### src/rtl/ppu_host_write_sequencer_if.sv
// Host write bus into the PPU write sequencer.
// Avalon-style write-only slave with waitrequest.
interface ppu_host_write_sequencer_if;
  logic        chipselect;
  logic        write;
  logic [31:0] write_data;
  logic        waitrequest;

  modport master (
    output chipselect,
    output write,
    output write_data,
    input  waitrequest
  );

  modport slave (
    input  chipselect,
    input  write,
    input  write_data,
    output waitrequest
  );
endinterface

### src/rtl/ppu_host_write_sequencer.sv
// Parses header+burst host packets and issues
// single-cycle write strobes into the PPU memories.
module ppu_host_write_sequencer #(
  parameter int TB_AW  = 9,
  parameter int TG_AW  = 11,
  parameter int SG_AW  = 11,
  parameter int PAL_AW = 3,
  parameter int OAM_AW = 8
) (
  input  logic                clk,
  input  logic                reset,
  ppu_host_write_sequencer_if.slave host,
  input  logic                mem_busy,
  output logic                rw_tile_buffer,
  output logic                rw_tile_graphics,
  output logic                rw_sprite_graphics,
  output logic                rw_color_palettes,
  output logic                rw_OAM,
  output logic [TB_AW-1:0]    addr_tile_buffer,
  output logic [TG_AW-1:0]    addr_tile_graphics,
  output logic [SG_AW-1:0]    addr_sprite_graphics,
  output logic [PAL_AW-1:0]   addr_color_palettes,
  output logic [OAM_AW-1:0]   addr_OAM,
  output logic [31:0]         write_data_tile_buffer,
  output logic [31:0]         write_data_tile_graphics,
  output logic [31:0]         write_data_sprite_graphics,
  output logic [31:0]         write_data_OAM,
  output logic [23:0]         write_data_color_palettes,
  output logic                seq_active,
  output logic                bad_target
);

  localparam int M1  = (TB_AW > TG_AW) ? TB_AW : TG_AW;
  localparam int M2  = (M1 > SG_AW) ? M1 : SG_AW;
  localparam int M3  = (M2 > PAL_AW) ? M2 : PAL_AW;
  localparam int MAW = (M3 > OAM_AW) ? M3 : OAM_AW;

  typedef enum logic [1:0] {
    S_IDLE,
    S_DATA,
    S_DISC
  } state_e;

  state_e          state_q;
  logic [8:0]      rem_q;
  logic [2:0]      tgt_q;
  logic [MAW-1:0]  addr_q;
  logic            pend_q;
  logic [2:0]      pend_tgt_q;
  logic [MAW-1:0]  pend_addr_q;
  logic [31:0]     pend_data_q;
  logic [MAW-1:0]  cap_addr;

  logic        accept;
  logic        issue;
  logic [31:0] wd;
  logic [2:0]  h_tgt;
  logic [8:0]  h_cnt;
  logic        h_bad;

  assign host.waitrequest = pend_q & mem_busy;

  assign accept = host.chipselect & host.write &
                  ~host.waitrequest;
  assign issue  = pend_q & ~mem_busy;
  assign wd     = host.write_data;
  assign h_tgt  = wd[31:29];
  assign h_cnt  = wd[28:20];
  assign h_bad  = (h_tgt >= 3'd5);

  assign seq_active = (state_q != S_IDLE);

  // Burst address counts in MAW bits; only the
  // target's low AW bits are captured, so it wraps.
  always_comb begin
    cap_addr = '0;
    unique case (tgt_q)
      3'd0: cap_addr[TB_AW-1:0]  = addr_q[TB_AW-1:0];
      3'd1: cap_addr[TG_AW-1:0]  = addr_q[TG_AW-1:0];
      3'd2: cap_addr[SG_AW-1:0]  = addr_q[SG_AW-1:0];
      3'd3: cap_addr[PAL_AW-1:0] = addr_q[PAL_AW-1:0];
      3'd4: cap_addr[OAM_AW-1:0] = addr_q[OAM_AW-1:0];
      default: cap_addr = '0;
    endcase
  end

  always_ff @(posedge clk) begin
    if (!reset) begin
      state_q                    <= S_IDLE;
      rem_q                      <= '0;
      tgt_q                      <= '0;
      addr_q                     <= '0;
      pend_q                     <= 1'b0;
      pend_tgt_q                 <= '0;
      pend_addr_q                <= '0;
      pend_data_q                <= '0;
      bad_target                 <= 1'b0;
      rw_tile_buffer             <= 1'b0;
      rw_tile_graphics           <= 1'b0;
      rw_sprite_graphics         <= 1'b0;
      rw_color_palettes          <= 1'b0;
      rw_OAM                     <= 1'b0;
      addr_tile_buffer           <= '0;
      addr_tile_graphics         <= '0;
      addr_sprite_graphics       <= '0;
      addr_color_palettes        <= '0;
      addr_OAM                   <= '0;
      write_data_tile_buffer     <= '0;
      write_data_tile_graphics   <= '0;
      write_data_sprite_graphics <= '0;
      write_data_OAM             <= '0;
      write_data_color_palettes  <= '0;
    end else begin
      rw_tile_buffer     <= 1'b0;
      rw_tile_graphics   <= 1'b0;
      rw_sprite_graphics <= 1'b0;
      rw_color_palettes  <= 1'b0;
      rw_OAM             <= 1'b0;

      if (issue) begin
        pend_q <= 1'b0;
        unique case (pend_tgt_q)
          3'd0: begin
            rw_tile_buffer <= 1'b1;
            addr_tile_buffer <=
              pend_addr_q[TB_AW-1:0];
            write_data_tile_buffer <= pend_data_q;
          end
          3'd1: begin
            rw_tile_graphics <= 1'b1;
            addr_tile_graphics <=
              pend_addr_q[TG_AW-1:0];
            write_data_tile_graphics <= pend_data_q;
          end
          3'd2: begin
            rw_sprite_graphics <= 1'b1;
            addr_sprite_graphics <=
              pend_addr_q[SG_AW-1:0];
            write_data_sprite_graphics <= pend_data_q;
          end
          3'd3: begin
            rw_color_palettes <= 1'b1;
            addr_color_palettes <=
              pend_addr_q[PAL_AW-1:0];
            write_data_color_palettes <=
              pend_data_q[23:0];
          end
          3'd4: begin
            rw_OAM <= 1'b1;
            addr_OAM <= pend_addr_q[OAM_AW-1:0];
            write_data_OAM <= pend_data_q;
          end
          default: ;
        endcase
      end

      // A capture on the same edge overrides the clear.
      if (accept) begin
        unique case (state_q)
          S_IDLE: begin
            tgt_q  <= h_tgt;
            rem_q  <= h_cnt;
            addr_q <= wd[MAW-1:0];
            if (h_bad)
              bad_target <= 1'b1;
            if (h_cnt != 9'd0)
              state_q <= h_bad ? S_DISC : S_DATA;
          end
          S_DATA: begin
            pend_q      <= 1'b1;
            pend_tgt_q  <= tgt_q;
            pend_addr_q <= cap_addr;
            pend_data_q <= wd;
            rem_q       <= rem_q - 9'd1;
            addr_q      <= addr_q + 1'b1;
            if (rem_q == 9'd1)
              state_q <= S_IDLE;
          end
          S_DISC: begin
            rem_q <= rem_q - 9'd1;
            if (rem_q == 9'd1)
              state_q <= S_IDLE;
          end
          default: state_q <= S_IDLE;
        endcase
      end
    end
  end

endmodule
### src/flat_wrapper.sv
// flat-port wrapper written by rule: the top's interface ports become plain ports
module ppu_host_write_sequencer_flat 
#(
  parameter int TB_AW  = 9,
  parameter int TG_AW  = 11,
  parameter int SG_AW  = 11,
  parameter int PAL_AW = 3,
  parameter int OAM_AW = 8
)
  (clk, reset, mem_busy, rw_tile_buffer, rw_tile_graphics, rw_sprite_graphics, rw_color_palettes, rw_OAM, addr_tile_buffer, addr_tile_graphics, addr_sprite_graphics, addr_color_palettes, addr_OAM, write_data_tile_buffer, write_data_tile_graphics, write_data_sprite_graphics, write_data_OAM, write_data_color_palettes, seq_active, bad_target, host_chipselect, host_write, host_write_data, host_waitrequest);
  ppu_host_write_sequencer_if host_i ();
  input  logic clk;
  input  logic reset;
  input  logic mem_busy;
  output logic rw_tile_buffer;
  output logic rw_tile_graphics;
  output logic rw_sprite_graphics;
  output logic rw_color_palettes;
  output logic rw_OAM;
  output logic [TB_AW-1:0] addr_tile_buffer;
  output logic [TG_AW-1:0] addr_tile_graphics;
  output logic [SG_AW-1:0] addr_sprite_graphics;
  output logic [PAL_AW-1:0] addr_color_palettes;
  output logic [OAM_AW-1:0] addr_OAM;
  output logic [31:0] write_data_tile_buffer;
  output logic [31:0] write_data_tile_graphics;
  output logic [31:0] write_data_sprite_graphics;
  output logic [31:0] write_data_OAM;
  output logic [23:0] write_data_color_palettes;
  output logic seq_active;
  output logic bad_target;
  input wire logic [$bits(host_i.chipselect)-1:0] host_chipselect;
  input wire logic [$bits(host_i.write)-1:0] host_write;
  input wire logic [$bits(host_i.write_data)-1:0] host_write_data;
  output wire logic [$bits(host_i.waitrequest)-1:0] host_waitrequest;
  assign host_i.chipselect = host_chipselect;
  assign host_i.write = host_write;
  assign host_i.write_data = host_write_data;
  assign host_waitrequest = host_i.waitrequest;
  ppu_host_write_sequencer #(.TB_AW(TB_AW), .TG_AW(TG_AW), .SG_AW(SG_AW), .PAL_AW(PAL_AW), .OAM_AW(OAM_AW)) u_core (.clk(clk), .reset(reset), .host(host_i), .mem_busy(mem_busy), .rw_tile_buffer(rw_tile_buffer), .rw_tile_graphics(rw_tile_graphics), .rw_sprite_graphics(rw_sprite_graphics), .rw_color_palettes(rw_color_palettes), .rw_OAM(rw_OAM), .addr_tile_buffer(addr_tile_buffer), .addr_tile_graphics(addr_tile_graphics), .addr_sprite_graphics(addr_sprite_graphics), .addr_color_palettes(addr_color_palettes), .addr_OAM(addr_OAM), .write_data_tile_buffer(write_data_tile_buffer), .write_data_tile_graphics(write_data_tile_graphics), .write_data_sprite_graphics(write_data_sprite_graphics), .write_data_OAM(write_data_OAM), .write_data_color_palettes(write_data_color_palettes), .seq_active(seq_active), .bad_target(bad_target));
endmodule
### config.mk
export PLATFORM = sky130hd
export DESIGN_NAME = ppu_host_write_sequencer_flat
export DESIGN_NICKNAME = d
export VERILOG_FILES = /design/src/rtl/ppu_host_write_sequencer_if.sv /design/src/rtl/ppu_host_write_sequencer.sv /design/src/flat_wrapper.sv
export SDC_FILE = /design/constraint.sdc
export NUM_CORES = 1
export LEC_CHECK = 0
export ABC_AREA = 1
export CAP_MARGIN = 15
export CORE_MARGIN = 1
export CORE_UTILIZATION = 49
export CTS_CLUSTER_DIAMETER = 150
export DETAILED_ROUTE_END_ITERATION = 8
export GPL_TIMING_DRIVEN = 0
export PLACE_DENSITY = 0.79
export REMOVE_ABC_BUFFERS = 1
export SETUP_SLACK_MARGIN = 0.1
export SLEW_MARGIN = 40
export SYNTH_ARGS = -nofsm -noshare
export SYNTH_HDL_FRONTEND = slang
export SYNTH_SLANG_ARGS = --single-unit
### constraint.sdc
create_clock -name clk -period 1.8 [get_ports clk]
set_clock_uncertainty 0.05 [all_clocks]
set_input_delay 0.27 -clock clk [delete_from_list [all_inputs] [get_ports clk]]
set_output_delay 0.27 -clock clk [all_outputs]
set_load 0.01 [all_outputs]
==> metrics.yaml <==
status: "completed"
synthTopCellsByArea: "dfxtp_1, a21oi_1, o21ai_0"
vias: 8827
crit_chain: "nand2_1 -> inv_2 -> nor2_8 -> inv_2 -> nor2_4 -> buf_4 -> nand2_1 -> o21ai_0 -> nand2_1 -> nor2_1"
ff2ff_path_depth: 10
drive_above_1_share_pct: 9.41
postPlaceCellArea_um2: 12300
async_flop_share_pct: 0
die_w_um: 145
clkLatencyLatePin_ns: 0.53
dp_hpwl_um: 15600
cts-htree-levels: 1
grt_max_degree: 110
cts_root_buf: "clkbuf_16"
wl_per_cell_um: 16.4
fin_util_pct: 66.9
peakVddDrop_mv: 0.715
antenna_found_initial: 0
synth.yosys.warnings: 0
min_period_ns: 1.61
max-slew-margin-rel_pct: 71.1
r2r_slack_ns: 0.19
hold_viol: 0
initial_core_util_pct: 50.5
clock_sinks: 272
ys.flop_type: "dfxtp_1"
yosys.cell_types.count: 35
synth_seq_cells: 272
grt_usage_pct: 24.8
first_pass_iters: 5
slowest_stage: "dfxtp_1"
rows: 51
critPathCaptureType: "register"
critical_path_class: "register to register"
clockBufferDepth: 3
min-delay-path-class: "input port to register"
core_area_um2: 19700
post-route-drc-count: 0
grt_setup_unrepaired: "true"
syn_avg_cell_area_um2: 8.60
fin_crit_sh_pct: 89.5
cts_hold_buf: 0
syn-cell-area_um2: 9960
diodes: 0
grt_pass1_vias: 7999
gp_congestion: 0.892
crit_arrival_ns: 2.03
routed_wl_um: 27000
timing.hold.ws_ns: 0.0619
setup_viol: 0
die-area_um2: 20900
cp-start-kind: "register"
numCtsBuffers: 28
drtIter0Drc: 431
clk_pin_slew_ns: 0.06
cts_tree: "done"
grt_pass1_wl_um: 41100
ys_seq_area_share_pct: 54.7
synth-edff-count: 0
die_h_um: 145
critPathRequiredTime_ns: 2.22
grt.overflow.total: 0
cp_common_cell: "nand2_1"
crit_fanout: 9
area_growth_syn_to_layout_pct: 32.4
hp-start: "reset"
crit_start: "u_core.pend_q"
drv_slew: 0
power_density_nw_per_um2: 978
viasPerCell: 5.36
fin_area_um2: 13200
whs_path_depth: 3
io_buffers: 238
worstReg2RegStart: "u_core.pend_q"
setup-tns-final_ns: 0
ioPinCount: 239
synth.top_cell.area_share_pct: 54.7
slowest_delay_ns: 0.31
synth_largest_area_cell: "dfxtp_1"
fmax_mhz: 621
syn_inst: 1159
antenna_left: 0
maxCapViolCount: 0
cellLeakagePower_nw: 5.96
num-nets-final: 1404
tightest_slew_ns: 0.432
-- power breakdown --
group          internal, mW  total (mW)  switching, mW
sequential             6.11        6.18         0.0659
clock                  3.67        5.97           2.30
combinational         0.287       0.747          0.460
-- cell usage in the layout (no fill, tap or decap), types with 5 or more instances in the layout --
cell type,Yosys,routed
nand2_1,76,76
a31oi_1,5,5
clkdlybuf4s50_1,0,35
a21oi_2,29,29
a21oi_1,222,222
nand3_1,15,15
o21ai_2,5,5
buf_4,7,12
dfxtp_1,272,270
dlygate4sd2_1,0,200
inv_1,73,71
clkbuf_16,0,29
inv_2,11,9
o21ai_0,175,174
clkbuf_1,30,6
o21ai_1,85,86
clkinv_2,1,7
nor2_1,71,71
-- per-layer routing --
| metal | global-route usage [%] | up-vias | routed length [um] |
|---|---|---|---|
| li1 | - | 4360 | - |
| met2 | 42.5 | 314 | 13100 |
| met1 | 32.0 | 4118 | 11700 |
| met4 | 7.04 | 0 | 389 |
| met3 | 3.94 | 35 | 1830 |
| met5 | 0 | - | 0 |
-- cell usage after synthesis, types with 3 or more instances --
library cell / number
dfxtp_1: 272
a21oi_1: 222
o21ai_0: 175
o21ai_1: 85
nand2_1: 76
inv_1: 73
nor2_1: 71
buf_2: 32
clkbuf_1: 30
a21oi_2: 29
nand3_1: 15
inv_2: 11
buf_6: 10
buf_4: 7
ha_1: 6
a31oi_1: 5
o21ai_2: 5
nand2_4: 4
nand4_1: 4
a211oi_1: 3
nand3b_1: 3
-- worst max-delay path: cells and delay by family (launching register included) --
| kind | cells | cell delay, ns |
|---|---|---|
| flops | 1 | 0.31 |
| simple gates | 6 | 0.72 |
| compound gates | 1 | 0.15 |
| buf+inv | 3 | 0.33 |
-- final timing paths --
| path | end |
|---|---|
| worst min-delay path | u_core.write_data_OAM[19] |
| worst max-delay path | u_core.rem_q[8] |
| worst max register to register | u_core.rem_q[8] |
| worst min register to register | u_core.rem_q[5] |
-- sequential cells by signal (all words and copies together) (netlist names), 2 cells and up --
register,flops
u_core.write_data_sprite_graphics,32
u_core.pend_data_q,32
u_core.pend_addr_q,11
u_core.addr_tile_graphics,11
u_core.write_data_color_palettes,24
u_core.rem_q,9
u_core.write_data_OAM,32
u_core.addr_color_palettes,3
u_core.addr_tile_buffer,9
u_core.write_data_tile_buffer,32
u_core.addr_q,11
u_core.state_q,2
u_core.addr_OAM,8
u_core.write_data_tile_graphics,32
u_core.addr_sprite_graphics,11
u_core.pend_tgt_q,3
u_core.tgt_q,3
-- metrics by stage --
stage / cells / power, mW / worst slack, ns
6_report: 1646 / 12.9 / 0.189
5_1_grt: 1646 / 13.3 / 0.0654
4_1_cts: 1635 / 13.0 / 0.0496
3_5_place_dp: 1581 / 7.00 / -0.507
3_3_place_gp: 1579 / 6.99 / -7.69
2_1_floorplan: 1076 / 6.67 / -0.0833
-- logic make-up after synthesis --
family,Yosys count,synth area share [%]
and+or+nand+nor,185,8.26
xor gates and xnor gates,1,0.0879
buffers and inverters,169,8.38
adders and majority gates,6,0.753
DFF,272,54.7
AOI/OAI and AO/OA,526,27.9
-- layout make-up --
type	instances	area, um2
Inverter	86	402
Timing Repair Buffer	252	2270
Fill cell	1637	6530
Tap cell	265	332
Clock inverter	11	158
Multi-Input combinational cell	721	3770
Sequential cell	272	5450
Clock buffer	39	803
-- repair_timing --
action | in CTS | in global routing
pin swaps | 2 | 3
gates resized for setup | 219 | 17
gates cloned | 2 | 1
buffers inserted | 2 | 10
setup endpoints to repair | 417 | 138
Power figures use the tool's default switching activity.
